--- src/rtl/fixed8_word_packer.sv ---
// Quantises signed Q7.8 samples to int8 with round-half-away and saturation, then packs
// LANES of them per output word on a valid/ready stream; flush closes a partial word.
module fixed8_word_packer #(
    parameter int LANES = 4,
    parameter int SHIFT = 8,
    parameter int CNT_W = 16
) (
    input  logic                 clk,
    input  logic                 rst_n,
    input  logic                 in_valid,
    output logic                 in_ready,
    input  logic [15:0]          in_data,
    input  logic                 flush,
    output logic                 out_valid,
    input  logic                 out_ready,
    output logic [8*LANES-1:0]   out_data,
    output logic [2:0]           out_bytes,
    output logic                 out_last,
    input  logic                 sat_clr,
    output logic [CNT_W-1:0]     sat_cnt
);
    localparam int W   = 8 * LANES;
    localparam int CW  = $clog2(LANES + 1);
    localparam int SH1 = (SHIFT > 0) ? SHIFT - 1 : 0;
    localparam logic signed [16:0] HALF = (SHIFT > 0) ? (17'sd1 <<< SH1) : 17'sd0;

    typedef enum logic [1:0] {IDLE, FILL, FLUSH_PEND} state_t;

    state_t                 state;
    logic [CW-1:0]          lane_cnt;
    logic [W-1:0]           asm_p0;

    logic signed [16:0]     rnd_p0;
    logic signed [7:0]      q_p0;
    logic                   sat_p0;
    logic                   accept;
    logic                   complete;
    logic                   out_free;
    logic [CW-1:0]          lc_acc;
    logic [W-1:0]           asm_nxt;

    // Negative values get a bias one smaller so exact halves round away from zero.
    function automatic logic signed [16:0] round_shift(input logic signed [15:0] x);
        logic signed [16:0] xe;
        xe = {x[15], x};
        if (SHIFT == 0) return xe;
        return (x[15] ? (xe + HALF - 17'sd1) : (xe + HALF)) >>> SHIFT;
    endfunction

    function automatic logic is_sat(input logic signed [16:0] v);
        return (v > 17'sd127) || (v < -17'sd128);
    endfunction

    function automatic logic signed [7:0] clamp8(input logic signed [16:0] v);
        if (v > 17'sd127)       return 8'sd127;
        else if (v < -17'sd128) return -8'sd128;
        else                    return v[7:0];
    endfunction

    // Depends only on registered state, so out_ready never reaches in_ready combinationally.
    assign in_ready = !(out_valid && (lane_cnt == CW'(LANES - 1))) && (state != FLUSH_PEND);

    // Stage p0: quantise and merge the incoming sample into the assembly word
    always_comb begin
        rnd_p0   = round_shift(in_data);
        q_p0     = clamp8(rnd_p0);
        sat_p0   = is_sat(rnd_p0);
        accept   = in_valid && in_ready;
        complete = accept && (lane_cnt == CW'(LANES - 1));
        lc_acc   = lane_cnt + CW'(accept);
        out_free = !out_valid || out_ready;
        asm_nxt  = asm_p0;
        for (int i = 0; i < LANES; i++) begin
            if (accept && (lane_cnt == CW'(i))) asm_nxt[i*8 +: 8] = q_p0;
        end
    end

    // Stage p1: output word register, flush sequencing and saturation counter
    always_ff @(posedge clk or negedge rst_n) begin
        if (!rst_n) begin
            state     <= IDLE;
            lane_cnt  <= '0;
            asm_p0    <= '0;
            out_valid <= 1'b0;
            out_data  <= '0;
            out_bytes <= '0;
            out_last  <= 1'b0;
            sat_cnt   <= '0;
        end else begin
            if (out_valid && out_ready) out_valid <= 1'b0;

            if (state == FLUSH_PEND) begin
                if (out_free) begin
                    out_valid <= 1'b1;
                    out_data  <= asm_p0;
                    out_bytes <= 3'(lane_cnt);
                    out_last  <= 1'b1;
                    asm_p0    <= '0;
                    lane_cnt  <= '0;
                    state     <= IDLE;
                end
            end else if (complete) begin
                out_valid <= 1'b1;
                out_data  <= asm_nxt;
                out_bytes <= 3'(LANES);
                out_last  <= flush;
                asm_p0    <= '0;
                lane_cnt  <= '0;
                state     <= IDLE;
            end else if (flush && (lc_acc != '0)) begin
                if (out_free) begin
                    out_valid <= 1'b1;
                    out_data  <= asm_nxt;
                    out_bytes <= 3'(lc_acc);
                    out_last  <= 1'b1;
                    asm_p0    <= '0;
                    lane_cnt  <= '0;
                    state     <= IDLE;
                end else begin
                    asm_p0   <= asm_nxt;
                    lane_cnt <= lc_acc;
                    state    <= FLUSH_PEND;
                end
            end else if (accept) begin
                asm_p0   <= asm_nxt;
                lane_cnt <= lc_acc;
                state    <= FILL;
            end

            if (sat_clr)                                 sat_cnt <= '0;
            else if (accept && sat_p0 && (sat_cnt != '1)) sat_cnt <= sat_cnt + 1'b1;
        end
    end
endmodule

--- config.mk ---
export PLATFORM = sky130hd
export DESIGN_NAME = fixed8_word_packer
export DESIGN_NICKNAME = d
export VERILOG_FILES = /design/src/rtl/fixed8_word_packer.sv
export SDC_FILE = /design/constraint.sdc
export NUM_CORES = 1
export LEC_CHECK = 0
export CAP_MARGIN = 20
export CORE_MARGIN = 4
export CORE_UTILIZATION = 49
export DETAILED_ROUTE_END_ITERATION = 12
export PLACE_DENSITY = 0.78
export REMOVE_ABC_BUFFERS = 1
export SLEW_MARGIN = 20
export SYNTH_ARGS = -nofsm -noshare
export SYNTH_HDL_FRONTEND = slang
export SYNTH_SLANG_ARGS = --single-unit
--- constraint.sdc ---
create_clock -name clk -period 3.35 [get_ports clk]
set_input_delay 0.8375 -clock clk [delete_from_list [all_inputs] [get_ports clk]]
set_output_delay 0.8375 -clock clk [all_outputs]
set_load 0.01 [all_outputs]
* Word-level counts from Yosys, hierarchy flattened
Cells that the tools add are included.
** Storage, ports and cells
- Word-level logic and storage cells :: 90
- Output and inout port bits :: 54
- Bits in registers :: 90
- Input bits :: 22
** Cells by class
- Muxes and demuxes :: 46
- Reductions and logical operators :: 23
- Eq/ne operators :: 7
- Add/sub/neg operators :: 4
- Magnitude comparators :: 2
** Operator list (number)
- 2-to-1 mux 32 bit :: 11
- 2-to-1 mux 8 bit :: 6
- 2-to-1 mux 3 bit :: 11
- 2-to-1 mux 16 bit :: 2
- adder 16 x 9 -> 17 bit, second input constant :: 1
- 2-to-1 mux 17 bit :: 1
- subtractor 17 x 2 -> 17 bit, second input constant :: 1
- adder 16 x 1 -> 16 bit, second input constant :: 1
- != test 16 bit, second input constant :: 1
- 2-to-1 mux 2 bit :: 6
- logical AND 1 bit :: 11
- > comparator 9 x 8 -> 1 bit, second input constant :: 1
- < comparator 9 x 8 -> 1 bit, second input constant :: 1
- 2-to-1 mux 1 bit :: 9
- equality test 3 x 2 -> 1 bit, second input constant :: 2
- nonzero test 3 bit :: 2
- != test 2 bit, second input constant :: 2
- nonzero test 2 bit :: 2
- nonzero test 4 bit :: 1
- adder 3 x 1 -> 3 bit :: 1
- equality test 3 x 1 -> 1 bit, second input constant :: 1
- logical NOT 3 bit :: 1
- AND reduction 3 bit :: 1
- equality test 2 bit, second input constant :: 1
- other kinds (3) :: 5

* Longest topological paths before layout
Gate-level depths: netlist of the first run.
- Depth after elaboration :: 11
- Gate-level depth with buffers :: 15
- Depth with buffers taken out :: 12

* Worst setup path after synthesis of the first run
Ideal clock, no wire load.
- Path kind :: in2reg
- From :: input port in_valid
- To :: register out_data[21]
- Data required time :: 3.234 ns
- Setup time :: 0.116 ns
- Arrival :: 3.512 ns
- Setup slack :: -0.278 ns
- Path buffers :: 1
- Cell stages on the path :: 12
- Cells stage by stage :: clkbuf_1 nand2_1 a21o_1 inv_1 ha_1 ha_1 nor2b_1 o41a_1 a221o_1 nor3b_1 nand2_1 o311ai_0
** Between the ends
- Word-level cells in the longest chain between the ends :: 7
- Elaborated cells on any way between the ends :: 14
- Those cells by class :: add/sub: 1; mux: 5; reduce/logical: 8
** RTL lines
- start, declared :: RTL line 10 : input logic in_valid,
- logical AND 1 bit * :: RTL line 68 : accept = in_valid && in_ready;
- parallel branches: the longest is 6 deep, another holds adder 3 x 1 -> 3 bit
- end signal, assigned :: RTL line 95 : out_data <= asm_p0;
- end signal, assigned :: RTL line 104 : out_data <= asm_nxt;
- end signal, assigned :: RTL line 113 : out_data <= asm_nxt;
- end, declared :: RTL line 16 : output logic [8*LANES-1:0] out_data,
Mark *: on every way between the ends. The select of a mux whose other input is x is not followed.
A chain may end at the register's enable or synchronous reset.

* Worst setup path after layout of the first run
- From :: input port in_data[2]
- To :: register sat_cnt[11]
** Between the ends
- Word-level cells in the longest chain between the ends :: 8
- Elaborated cells on any way between the ends :: 9
- Those cells by class :: add/sub: 2; order compare: 2; mux: 1; reduce/logical: 4
** RTL lines
- start, declared :: RTL line 12 : input logic [15:0] in_data,
- adder 16 x 9 -> 17 bit * :: RTL line 47 : return (x[15] ? (xe + HALF - 17'sd1) : (xe + HALF)) >>> SHIFT;
- subtractor 17 x 2 -> 17 bit :: RTL line 47
- 2-to-1 mux 17 bit * :: RTL line 47
- > comparator 9 x 8 -> 1 bit / < comparator 9 x 8 -> 1 bit (equally long branches) :: RTL line 51 : return (v > 17'sd127) || (v < -17'sd128);
- logical OR 1 bit * :: RTL line 51
- logical AND 1 bit * (2 in a row) :: RTL line 131 : else if (accept && sat_p0 && (sat_cnt != '1)) sat_cnt <= sat_cnt + 1'b1;
- nonzero test 2 bit (no line) *
- end signal, assigned :: RTL line 131
- end, declared :: RTL line 20 : output logic [CNT_W-1:0] sat_cnt
Mark *: on every way between the ends. The rest lies on a longest branch, timed or not.

==> impl_metrics.csv, run 1 <==
group,metric,value,unit
grt,grt_pass1_wl,24200,µm
clock_tree,cts.sinks,90,
worst_setup_path,cp_max_fo,20,
yosys,synth-compound-area-share,0.227,
cells_and_area,layout_common_cells,"buf_4 (104), dfrtp_1 (90), clkdlybuf4s50_1 (73), nand2_1 (69), nor2_1 (39)",
worst_setup_path,worstPathArrival,3490,ps
sta,rsz0062_at_grt,"true",
run_status,outcome,"finished clean",
yosys,synth-simple-area-share,0.235,
yosys,ys_seq_area_frac,0.467,
clock_tree,cts_tree,"built",
cells_and_area,stdcell_count,827,
worst_setup_path,worst-setup-path-type,"input port to register",
yosys,yosysWarnings,0,
cells_and_area,synthToLayoutAreaGrowth,40.2,%
yosys,postSynth.asyncResetShare,1.00,
floorplanning,die_w,107,µm
sta,whs,488,ps
clock_tree,clk_pin_slew_worst_paths,90,ps
floorplanning,start_util,0.512,
place,hpwl,10600,µm
yosys,synth_top_family_by_area,"simple AND/OR/NAND/NOR gates",
detailed_routing,drc_errors,0,
floorplanning,coreArea,9420,µm²
worst_setup_path,required,3610,ps
power,power.total,4.83,mW
cells_and_area,nFillCells,702,
yosys,yosys_register_bits,90,
power,p_per_area,715,nW/µm²
power,power_frac_seq,0.338,
place,placed_area,6380,µm²
worst_setup_path,critPathBufInv,1,
clock_tree,cts-buffers-inserted,9,
cells_and_area,nNetsFinal,719,
cells_and_area,post-route-util,0.718,
job,max-cap-violations,0,
worst_setup_path,endpoint_kind,"register",
yosys,syn_avg_cell_area,9.04,µm²
cells_and_area,drive_above_1_share,0.219,
power,ir_worst_vdd,0.000313,V
place,dp_slack,-1020,ps
grt,grt_pass1_vias,4911,
clock_tree,postCtsHoldBufs,0,
detailed_routing,wl,14600,µm
yosys,syn_inst,533,
sta,drv_slew,0,
detailed_routing,drtIter0Drc,304,
cells_and_area,fin_area,6760,µm²
worst_setup_path,slowest_delay,550,ps
sta,setup_tns,0,ps
sta,setup_ws,114,ps
cells_and_area,diodes,0,
cells_and_area,multi_input_area,2490,µm²
floorplanning,dieArea,11500,µm²
cells_and_area,register_area,2250,µm²
clock_tree,ctsHtreeMaxLevel,3,
floorplanning,die_y,107,µm
sta,max_freq,0.309,GHz
clock_tree,clockRootBuffer,"clkbuf_8",
sta,hold_viol,0,
grt,grtUsageTotal,0.263,
sta,finalCriticalPeriod,3240,ps
sta,finalCritPeriodShare,0.966,
worst_setup_path,slowest_stage,"or4_1",
grt,antenna_found_initial,0,
place,placed_cells,806,
place,gp_congestion,0.967,
grt,grt_max_degree,91,
power,switching_share,0.362,
yosys,synth_edf_count,0,
detailed_routing,via_per_inst,6.04,
cells_and_area,layout_commonest_cell,"buf_4",
clock_tree,clock_latency,360,ps
detailed_routing,drtPass1Iterations,5,
yosys,syn_area,4820,µm²
power,pwr-share-comb,0.455,
clock_tree,ctsLongestPathBuffers,2,
detailed_routing,num_vias,4993,
yosys,yosys-top-cells-area,"dfrtp_1 (47%), nand2_1 (5.4%), o21ai_0 (3.7%)",
floorplanning,io_pins,76,
detailed_routing,ant_nets,0,
power,leakage,2.86,nW
yosys,ys.flop_type,"dfrtp_1",
yosys,yosys.area.top_type,"dfrtp_1",
worst_setup_path,worstPathCellList,"clkdlybuf4s50_1 -> or4_1 -> or3b_4 -> o2111ai_2 -> a21oi_2 -> nor4_1 -> mux2_2",
min_path,min_path_type,"register to register",
sta,relSlewSlack,0.445,
sta,worstMarginPinSlew,832,ps
sta,setup_viol,0,
yosys,synth_xor_area_frac,0.0127,
sta,fin_skew,10.5,ps
detailed_routing,wire_per_inst,17.6,µm
power,pwr-share-clk,0.207,
power,p_int,3.08,mW
floorplanning,rows,35,
worst_setup_path,critPathTopFamily,"simple AND/OR/NAND/NOR gates",
place,port_buffers,75,
yosys,synthAdderAreaFrac,0.0104,
power,switchingPower,1.75,mW
yosys,synth_top_area_share,0.467,
worst_setup_path,startpoint_type,"input port",
yosys,synth.area.mux_share,0.0164,
grt,grt_overflow,0,
yosys,ys_types,60,
[worst reg2reg max path: stages, from the launching register on]
cell and delay [ps]:
dfrtp_1 400, nand2b_1 160, nand2_1 80, a21o_1 180, inv_2 60, ha_2 170
ha_2 280, o41a_1 430, a221o_1 380, nor3b_4 160, buf_4 170, buf_4 160
buf_4 170, nand3_1 90, o211ai_1 100
[power groups by stage]
stage | combinational [mW] | clock (mW) | sequential [mW]
floorplan | 0.855 | 0 | 1.70
global placement | 2.01 | 0 | 1.63
detailed placement | 2.08 | 0 | 1.64
CTS | 2.16 | 1.00 | 1.63
global route | 2.39 | 1.06 | 1.67
finish | 2.20 | 1.00 | 1.63
[kinds of logic (layout without fill, tap and decap cells)]
family	after synthesis	after routing
AOI/OAI and AO/OA	163	163
and+or+nand+nor	227	227
buffers and inverters	35	200
DFF	90	90
xor gates and xnor gates	7	7
adders and majority gates	4	4
muxes	7	7
[sequential cells by signal, summed over array words and instances (netlist names)]
register   cells
asm_p0        32
out_data      32
sat_cnt       16
lane_cnt       3
out_bytes      3
state          2
out_last       1
out_valid      1
[layer usage]
metal / track usage / wire length [µm] / share of wire / up-vias
li1: - / - / - / 2327
met5: 0 / 0 / 0 / -
met2: 0.452 / 7420 / 0.51 / 178
met3: 0.0403 / 816 / 0.056 / 31
met1: 0.338 / 6040 / 0.41 / 2457
met4: 0.0904 / 276 / 0.019 / 0
[synth_stat cells, types with 3 or more instances]
cell       n
mux2_2     7
nand4_1    8
xnor2_1    7
nor2_1    42
and3_1     5
o22ai_1   17
buf_2      8
or3_1      5
o311ai_0   3
dfrtp_1   90
nor2b_1   11
nand2_1   69
o21a_1     4
o221ai_1   4
nand2b_1   3
nor4_1     7
o31ai_1    9
a21o_1     7
nand3_1   32
inv_1      3
and2_1    10
clkbuf_1  23
o21ai_0   36
ha_1       4
a31oi_1    4
o211ai_1  17
a211oi_1   6
or4_1      8
nor3_1    12
a21oi_1   31
[path summary, 6_finish.rpt]
check	from	end	slack (ps)	depth (start not counted)
max reg2reg	state[0]	out_data[16]	230	14
min	out_data[31]	out_data[31]	490	1
max in group asynchronous	rst_n	asm_p0[12]	2270	1
max	in_data[2]	sat_cnt[11]	110	7
min in group asynchronous	rst_n	out_data[3]	520	1
min reg2reg	out_data[31]	out_data[31]	490	1
[layout make-up]
type | instances | share of cell area
clock buffer | 9 | 0.0183
clock inverter | 7 | 0.0217
inverter | 3 | 0.00167
multi-input combinational | 408 | 0.368
sequential | 90 | 0.333
tap | 129 | 0.0239
timing repair buffer | 181 | 0.233
[repair_timing]
| item | in CTS | in global routing |
|---|---|---|
| gates resized for setup | 6 | 13 |
| endpoints found under the setup margin | 66 | 47 |
| setup buffers | 5 | 0 |
| pin swaps | 4 | 3 |
(Power assumes the default switching activity.)
==> run 2, diff against run 1 <==
==> constraint.sdc (replaced) <==
create_clock -name clk -period 3.35 [get_ports clk]
set_input_delay 0.335 -clock clk [delete_from_list [all_inputs] [get_ports clk]]
set_output_delay 0.335 -clock clk [all_outputs]
set_load 0.01 [all_outputs]
==> run 2 against run 1 <==
Sequential power barely moved. Highest routed layer unchanged. Combinational power fell by 7%. Non-clock buffer count fell by 51. Wire length fell by 2.9%.
==> impl_metrics.csv, run 2 (synthesis results as in run 1) <==
group,metric,value,unit
cells_and_area,reg_top3,"asm_p0: 32 flops, out_data: 32 flops, sat_cnt: 16 flops",
cells_and_area,nFillCells,780,
power,p_per_area,719,nW/µm²
sta,rsz0062_at_grt,"false",
sta,max_freq,0.318,GHz
cells_and_area,fin_area,6320,µm²
sta,hold_viol,0,
worst_setup_path,worst-setup-path-type,"register to register",
floorplanning,dieArea,11500,µm²
worst_setup_path,worstPathArrival,3380,ps
detailed_routing,wire_per_inst,18.2,µm
power,switching_share,0.379,
power,power.total,4.55,mW
cells_and_area,post-route-util,0.671,
grt,busiest_layer,"met2",
power,pwr-share-comb,0.451,
grt,met3_usage,0.0289,
cells_and_area,diodes,0,
power,p_int,2.82,mW
cells_and_area,register_area,2250,µm²
power,leakage,2.61,nW
detailed_routing,drc_errors,0,
power,pwr-share-clk,0.191,
grt,grt_use_met1,0.325,
clock_tree,cts_tree,"built",
cells_and_area,layout_common_cells,"dfrtp_1 (90), clkdlybuf4s50_1 (74), nand2_1 (69), buf_4 (54), nor2_1 (42)",
job,max-cap-violations,0,
worst_setup_path,required,3580,ps
power,switchingPower,1.72,mW
sta,finalCriticalPeriod,3140,ps
cells_and_area,drive_above_1_share,0.151,
clock_tree,clock_latency,360,ps
sta,fin_skew,10.1,ps
min_path,min_path_type,"input port to async pin",
sta,setup_viol,0,
clock_tree,clockRootBuffer,"clkbuf_8",
grt,grt_pass1_vias,4700,
floorplanning,coreArea,9420,µm²
cells_and_area,nNetsFinal,669,
place,hpwl,10200,µm
detailed_routing,via_per_inst,6.16,
grt,antenna_found_initial,0,
floorplanning,start_util,0.512,
cells_and_area,multi_input_area,2480,µm²
detailed_routing,ant_nets,0,
cells_and_area,synthToLayoutAreaGrowth,31.1,%
clock_tree,cts-buffers-inserted,9,
clock_tree,clk_pin_slew_worst_paths,100,ps
place,placed_area,6020,µm²
floorplanning,die_y,107,µm
clock_tree,ctsHtreeMaxLevel,3,
power,ir_worst_vdd,0.000317,V
worst_setup_path,cp_max_fo,10,
sta,drv_slew,0,
run_status,outcome,"finished clean",
sta,finalCritPeriodShare,0.938,
detailed_routing,num_vias,4787,
grt,grt_overflow,0,
sta,relSlewSlack,0.360,
floorplanning,die_w,107,µm
place,gp_congestion,0.962,
clock_tree,cts.sinks,90,
clock_tree,ctsLongestPathBuffers,2,
grt,grt_max_degree,91,
grt,grtUsageTotal,0.248,
detailed_routing,wl,14100,µm
grt,grt_pass1_wl,23100,µm
floorplanning,rows,35,
detailed_routing,drtIter0Drc,294,
detailed_routing,drtPass1Iterations,5,
place,port_buffers,75,
sta,worstMarginPinSlew,960,ps
grt,grt_use_met2,0.421,
worst_setup_path,endpoint_kind,"register",
floorplanning,io_pins,76,
power,power_frac_seq,0.358,
cells_and_area,layout_commonest_cell,"dfrtp_1",
worst_setup_path,startpoint_type,"register",
[run 2: layer usage]
| layer | routed length, µm | part of all wire | vias up |
|---|---|---|---|
| met5 | 0 | 0 | - |
| met4 | 317 | 0.022 | 0 |
| met3 | 629 | 0.045 | 28 |
| met2 | 7080 | 0.50 | 180 |
| met1 | 6110 | 0.43 | 2357 |
| li1 | - | - | 2222 |
[run 2: power by group through the flow]
stage	Sequential [mW]	Clock, mW	Combinational [mW]
global route	1.66	0.918	2.23
detailed placement	1.64	0	1.95
finish	1.63	0.867	2.05
CTS	1.62	0.876	1.97
floorplan	1.70	0	0.855
global placement	1.63	0	1.88
[run 2: area by class of cell]
type	count	area share
inverter	3	0.00178
timing repair buffer	130	0.186
tap	129	0.0255
clock buffer	10	0.0218
sequential	90	0.356
clock inverter	6	0.0152
multi-input combinational	409	0.393
[run 2: path summary, 6_finish.rpt]
kind	cells after the start	end	slack, ps	from
max in group asynchronous	1	sat_cnt[13]	2760	rst_n
min in group clk	1	out_data[15]	490	out_data[15]
min	1	asm_p0[3]	10	rst_n
min reg2reg	1	out_data[15]	490	out_data[15]
max reg2reg	14	out_data[26]	210	state[0]
max	14	out_data[26]	210	state[0]
[run 2: worst max-delay path: stages, from the launching register on]
cell,delay (ps)
dfrtp_1,430
nand2b_4,170
nand2_1,90
a21o_1,100
inv_1,50
ha_1,180
ha_1,240
nor2b_2,190
o41a_1,330
a221o_2,470
nor3b_4,210
buf_4,150
buf_4,170
o22ai_1,160
a21oi_1,60
[run 2: metrics by stage]
stage	worst slack, ps	std cells	TNS, ps	hold slack (ps)
2_1_floorplan	-1590	501	-50200	39.4
3_3_place_gp	-86.6	759	-215	461
3_5_place_dp	-193	759	-1020	468
4_1_cts	157	775	0	223
5_1_grt	34.0	777	0	82.7
6_report	206	777	0	12.7
[run 2: repair_timing]
action,4_1_cts,5_1_grt
gates cloned,0,1
gates resized for setup,1,10
hold buffers,0,0
setup endpoints to repair,1,35
buffers inserted,0,1
==> run 3, diff against run 2 <==
Settings changed: RECOVER_POWER from default to 25, SKIP_CTS_REPAIR_TIMING from default to 1.
==> run 3 against run 2 <==
The run now ends with capacitance limit, slew limit left. First-iteration DRC count decreased by 16%. Cell count up 0.26%. Hold slack better by 470 ps. Largest power group unchanged.
==> impl_metrics.csv, run 3 (synthesis results as in run 1) <==
group,metric,value,unit
run_status,outcome,"finished with violations",
grt,antenna_found_initial,0,
worst_setup_path,startpoint_type,"register",
sta,max_freq,0.319,GHz
sta,worstMarginPinSlew,2240,ps
grt,grt_pass1_vias,4707,
worst_setup_path,cp_max_fo,10,
worst_setup_path,required,3580,ps
sta,finalCritPeriodShare,0.937,
worst_setup_path,worstPathArrival,3370,ps
power,power.total,4.55,mW
cells_and_area,layout_commonest_cell,"dfrtp_1",
cells_and_area,register_area,2250,µm²
clock_tree,clk_pin_slew_worst_paths,90,ps
sta,fin_skew,10.7,ps
detailed_routing,ant_nets,0,
cells_and_area,nFillCells,781,
job,max-cap-violations,1,
cells_and_area,layout_common_cells,"dfrtp_1 (90), clkdlybuf4s50_1 (74), nand2_1 (69), buf_4 (56), nor2_1 (42)",
sta,setup_viol,0,
sta,whs,487,ps
cells_and_area,drive_above_1_share,0.149,
clock_tree,ctsHtreeMaxLevel,3,
clock_tree,cts.sinks,90,
detailed_routing,wl,14000,µm
grt,grt_overflow,0,
grt,busiest_layer,"met2",
detailed_routing,via_per_inst,6.13,
floorplanning,io_pins,76,
grt,grt_use_met2,0.419,
min_path,min_path_type,"register to register",
floorplanning,die_w,107,µm
clock_tree,cts-buffers-inserted,9,
power,ir_worst_vdd,0.000308,V
clock_tree,cts_tree,"built",
sta,hold_viol,0,
detailed_routing,drtPass1Iterations,5,
cells_and_area,multi_input_area,2450,µm²
clock_tree,clock_latency,370,ps
detailed_routing,drtIter0Drc,247,
sta,relSlewSlack,-0.495,
power,p_per_area,720,nW/µm²
clock_tree,ctsLongestPathBuffers,2,
grt,met3_usage,0.0295,
detailed_routing,drc_errors,0,
worst_setup_path,worst-setup-path-type,"register to register",
worst_setup_path,endpoint_kind,"register",
floorplanning,start_util,0.512,
grt,grt_max_degree,91,
run_status,violations,"capacitance limit, slew limit",
sta,drv_slew,91,
cells_and_area,reg_top3,"asm_p0: 32 flops, out_data: 32 flops, sat_cnt: 16 flops",
place,hpwl,10200,µm
floorplanning,rows,35,
sta,rsz0062_at_grt,"false",
power,leakage,2.62,nW
grt,grtUsageTotal,0.247,
floorplanning,die_y,107,µm
cells_and_area,diodes,0,
sta,finalCriticalPeriod,3140,ps
grt,grt_use_met1,0.322,
detailed_routing,num_vias,4779,
place,gp_congestion,0.962,
grt,grt_pass1_wl,23000,µm
cells_and_area,synthToLayoutAreaGrowth,31.0,%
floorplanning,coreArea,9420,µm²
detailed_routing,wire_per_inst,18.0,µm
clock_tree,clockRootBuffer,"clkbuf_8",
floorplanning,dieArea,11500,µm²
cells_and_area,nNetsFinal,671,
place,port_buffers,75,
-- run 3: final cells by class --
cell class                 count  share of cell area
multi-input combinational    408               0.388
sequential                    90               0.357
timing repair buffer         133               0.191
tap                          129              0.0256
clock buffer                  10              0.0218
clock inverter                 6              0.0153
inverter                       3             0.00178
-- run 3: worst paths after layout --
path                              start           end  slack [ps]  cells after the start
max                            state[0]  out_data[26]         210                     15
min                        out_data[15]  out_data[15]         490                      1
max reg2reg                    state[0]  out_data[26]         210                     15
min reg2reg                out_data[15]  out_data[15]         490                      1
max in group asynchronous         rst_n   sat_cnt[13]        1410                      1
min in group asynchronous         rst_n     asm_p0[3]         590                      1
-- run 3: routing by layer --
layer  vias up  wire (µm)  share of wire
met4         0        297          0.021
met1      2345       6090           0.43
li1       2232          -              -
met2       174       6980           0.50
met5         -          0              0
met3        28        638          0.046
-- run 3: metrics by stage --
stage	utilization	instances	area [µm²]	worst slack (ps)	TNS, ps
after detailed placement	0.639	759	6020	-193	-1020
final	0.671	779	6310	211	0
after global placement	0.639	759	6020	-86.6	-215
after CTS	0.664	775	6250	-8.50	-8.50
after global routing	0.671	779	6310	2.03	0
after floorplan	-	501	4680	-1590	-50200
-- run 3: power breakdown --
part / leakage, nW / switching [mW] / internal [mW]
Sequential: 1.19 / 0.205 / 1.42
Clock: 0.115 / 0.420 / 0.450
Combinational: 1.31 / 1.08 / 0.974
Total: 2.62 / 1.70 / 2.85
-- run 3: critical path: stages (launching register included) --
cell      delay (ps)
dfrtp_1          430
nand2b_4         170
nand2_1           90
a21o_1           100
inv_1             50
ha_1             180
ha_1             240
nor2b_1          180
o41a_1           330
a221o_1          390
nor3b_4          180
buf_12           150
buf_4            130
buf_4            160
o22ai_1          160
a21oi_1           60
==> edit: new RTL, flow settings as in run 1 <==
The parameter `LANES` goes from 4 to 8.
--- a/src/rtl/fixed8_word_packer.sv
+++ b/src/rtl/fixed8_word_packer.sv
@@ -1,7 +1,7 @@
 // Quantises signed Q7.8 samples to int8 with round-half-away and saturation, then packs
 // LANES of them per output word on a valid/ready stream; flush closes a partial word.
 module fixed8_word_packer #(
-    parameter int LANES = 4,
+    parameter int LANES = 8,
     parameter int SHIFT = 8,
     parameter int CNT_W = 16
 ) (
Ports: changed (resized out_data); port bits go from 76 to 108. No check against the original RTL was run, so the function may have changed too.
==> edit against run 1 <==
- first-iteration DRC count grew to 2.6 times the old value
- global-route usage rose by 1.4 points
- area after synthesis up 54%
- count of clock-buffer cells in the layout increased by 13
- largest cell class is now flip-flops and latches
- design area is 49% higher
- sequential share of layout area rose by 5.2 points
- wire length increased by 56%
- non-clock buffer count up 26
- die area up 49%
- worst setup slack improved by 0.059 ns
- clock power increased by 110%
- power grew 49%
- sequential cell count grew 65
- highest routed layer unchanged
==> edit: results (changes against run 1) <==
| Metric | Value |
|---|---|
| Drt pass-1 iters | 6 (was 5) |
| Mean Syn Cell Area | 9.14 µm² (was 9.04 µm²) |
| Pre-CTS setup slack | -0.189 ns (was -1.02 ns) |
| Buffers on Ports | 107 (was 75) |
| Worst setup startpoint | in_data[3] (was in_data[2]) |
| CTS buffer count | 17 (was 9) |
| Area contributors post-synth | dfrtp_1 52%, o21ai_0 9.7%, nand2_1 6.2% (was dfrtp_1 47%, nand2_1 5.4%, o21ai_0 3.7%) |
| Grt met1 use | 37.7% (was 33.8%) |
| Hold Crit Class | primary input to asynchronous set/reset pin (was flop to flop) |
| Die extent in x | 131 µm (was 107 µm) |
| Fill cell count | 1119 (was 702) |
| Synth cell count leaders | 155 x dfrtp_1, 143 x o21ai_0, 122 x nand2_1, 79 x nor2_1, 49 x a21oi_1 (was 90 x dfrtp_1, 69 x nand2_1, 42 x nor2_1, 36 x o21ai_0, 32 x nand3_1) |
| Cts repair resizes | 0 (was 6) |
| Met2 wire length | 10.8 mm (was 7.42 mm) |
| Sequential share of the synthesized area | 52.3% (was 46.7%) |
| Placed Cells | 1162 (was 806) |
| Final setup skew | 0.0126 ns (was 0.0105 ns) |
| Vias per inst | 5.98 (was 6.04) |
| Status | complete, no violations (unchanged) |
| Slowest cell delay on critical path | 0.63 ns (was 0.55 ns) |
| Worst-path clk slew | 0.06 ns (was 0.09 ns) |
| CTS H-Tree Depth | 4 (was 3) |
| Number of global-route vias before repair | 6967 (was 4911) |
| Pwr Density | 716 nW/µm² (was 715 nW/µm²) |
| Adder-Cell Fraction of Synth Area | 0.675% (was 1.04%) |
| Multi-input gate area | 3330 µm² (was 2490 µm²) |
| Via count | 7136 (was 4993) |
| Biggest registers after layout | asm_p0: 64 flops, out_data: 64 flops, sat_cnt: 16 flops (was asm_p0: 32 flops, out_data: 32 flops, sat_cnt: 16 flops) |
| Critical Path AT | 3.47 ns (was 3.49 ns) |
| Met1 wire length | 9.29 mm (was 6.04 mm) |
| GRT met2 Usage | 43.2% (was 45.2%) |
| Clock Latency Late Sink | 0.43 ns (was 0.36 ns) |
| M3 GR Usage | 6.26% (was 4.03%) |
| Root Driver | clkbuf_16 (was clkbuf_8) |
| Clock group power | 2.09 mW (was 1.00 mW) |
| XOR/XNOR Fraction of Synth Area | 1.18% (was 1.27%) |
| Complex-gate fraction of the synthesized area | 23.6% (was 22.7%) |
| Pint | 4.70 mW (was 3.08 mW) |
| Nets | 1023 (was 719) |
| Worst-path fanout max | 6 (was 20) |
| Synth cell types | 64 (was 60) |
| Hpwl dp | 15.8 mm (was 10.6 mm) |
| Post-CTS Setup Inserts | 0 (was 5) |
| Leakage | 4.34 nW (was 2.86 nW) |
| First-pass GRT wire length | 36.7 mm (was 24.2 mm) |
## edit: cell types whose count changed in the layout (fill, tap and decap cells not counted), moves of 15 or more
cell	delta
o21ai_0	+108
dfrtp_1	+65
nand2_1	+53
nor2_1	+40
clkdlybuf4s50_1	+33
a22o_1	+22
a21oi_1	+18
clkbuf_16	+17
o22ai_1	-17
o211ai_1	-16
buf_4	-15
## edit: area by class of cell
type,instances,share of cell area (%)
clock buffers,22,4.72
clock inverters,9,1.58
inverters,7,0.261
multi-input cells,609,33.2
flip-flops and latches,155,38.6
well taps,184,2.29
repair buffers,207,19.4
## edit: worst paths after layout
path | depth (start not counted) | to | slack, ns
max | 9 | out_data[18] | 0.17
min | 1 | sat_cnt[9] | 0.40
max reg2reg | 14 | asm_p0[1] | 0.35
min reg2reg | 2 | asm_p0[8] | 0.48
max in group asynchronous | 2 | asm_p0[12] | 2.20
min in group clk | 2 | asm_p0[8] | 0.48
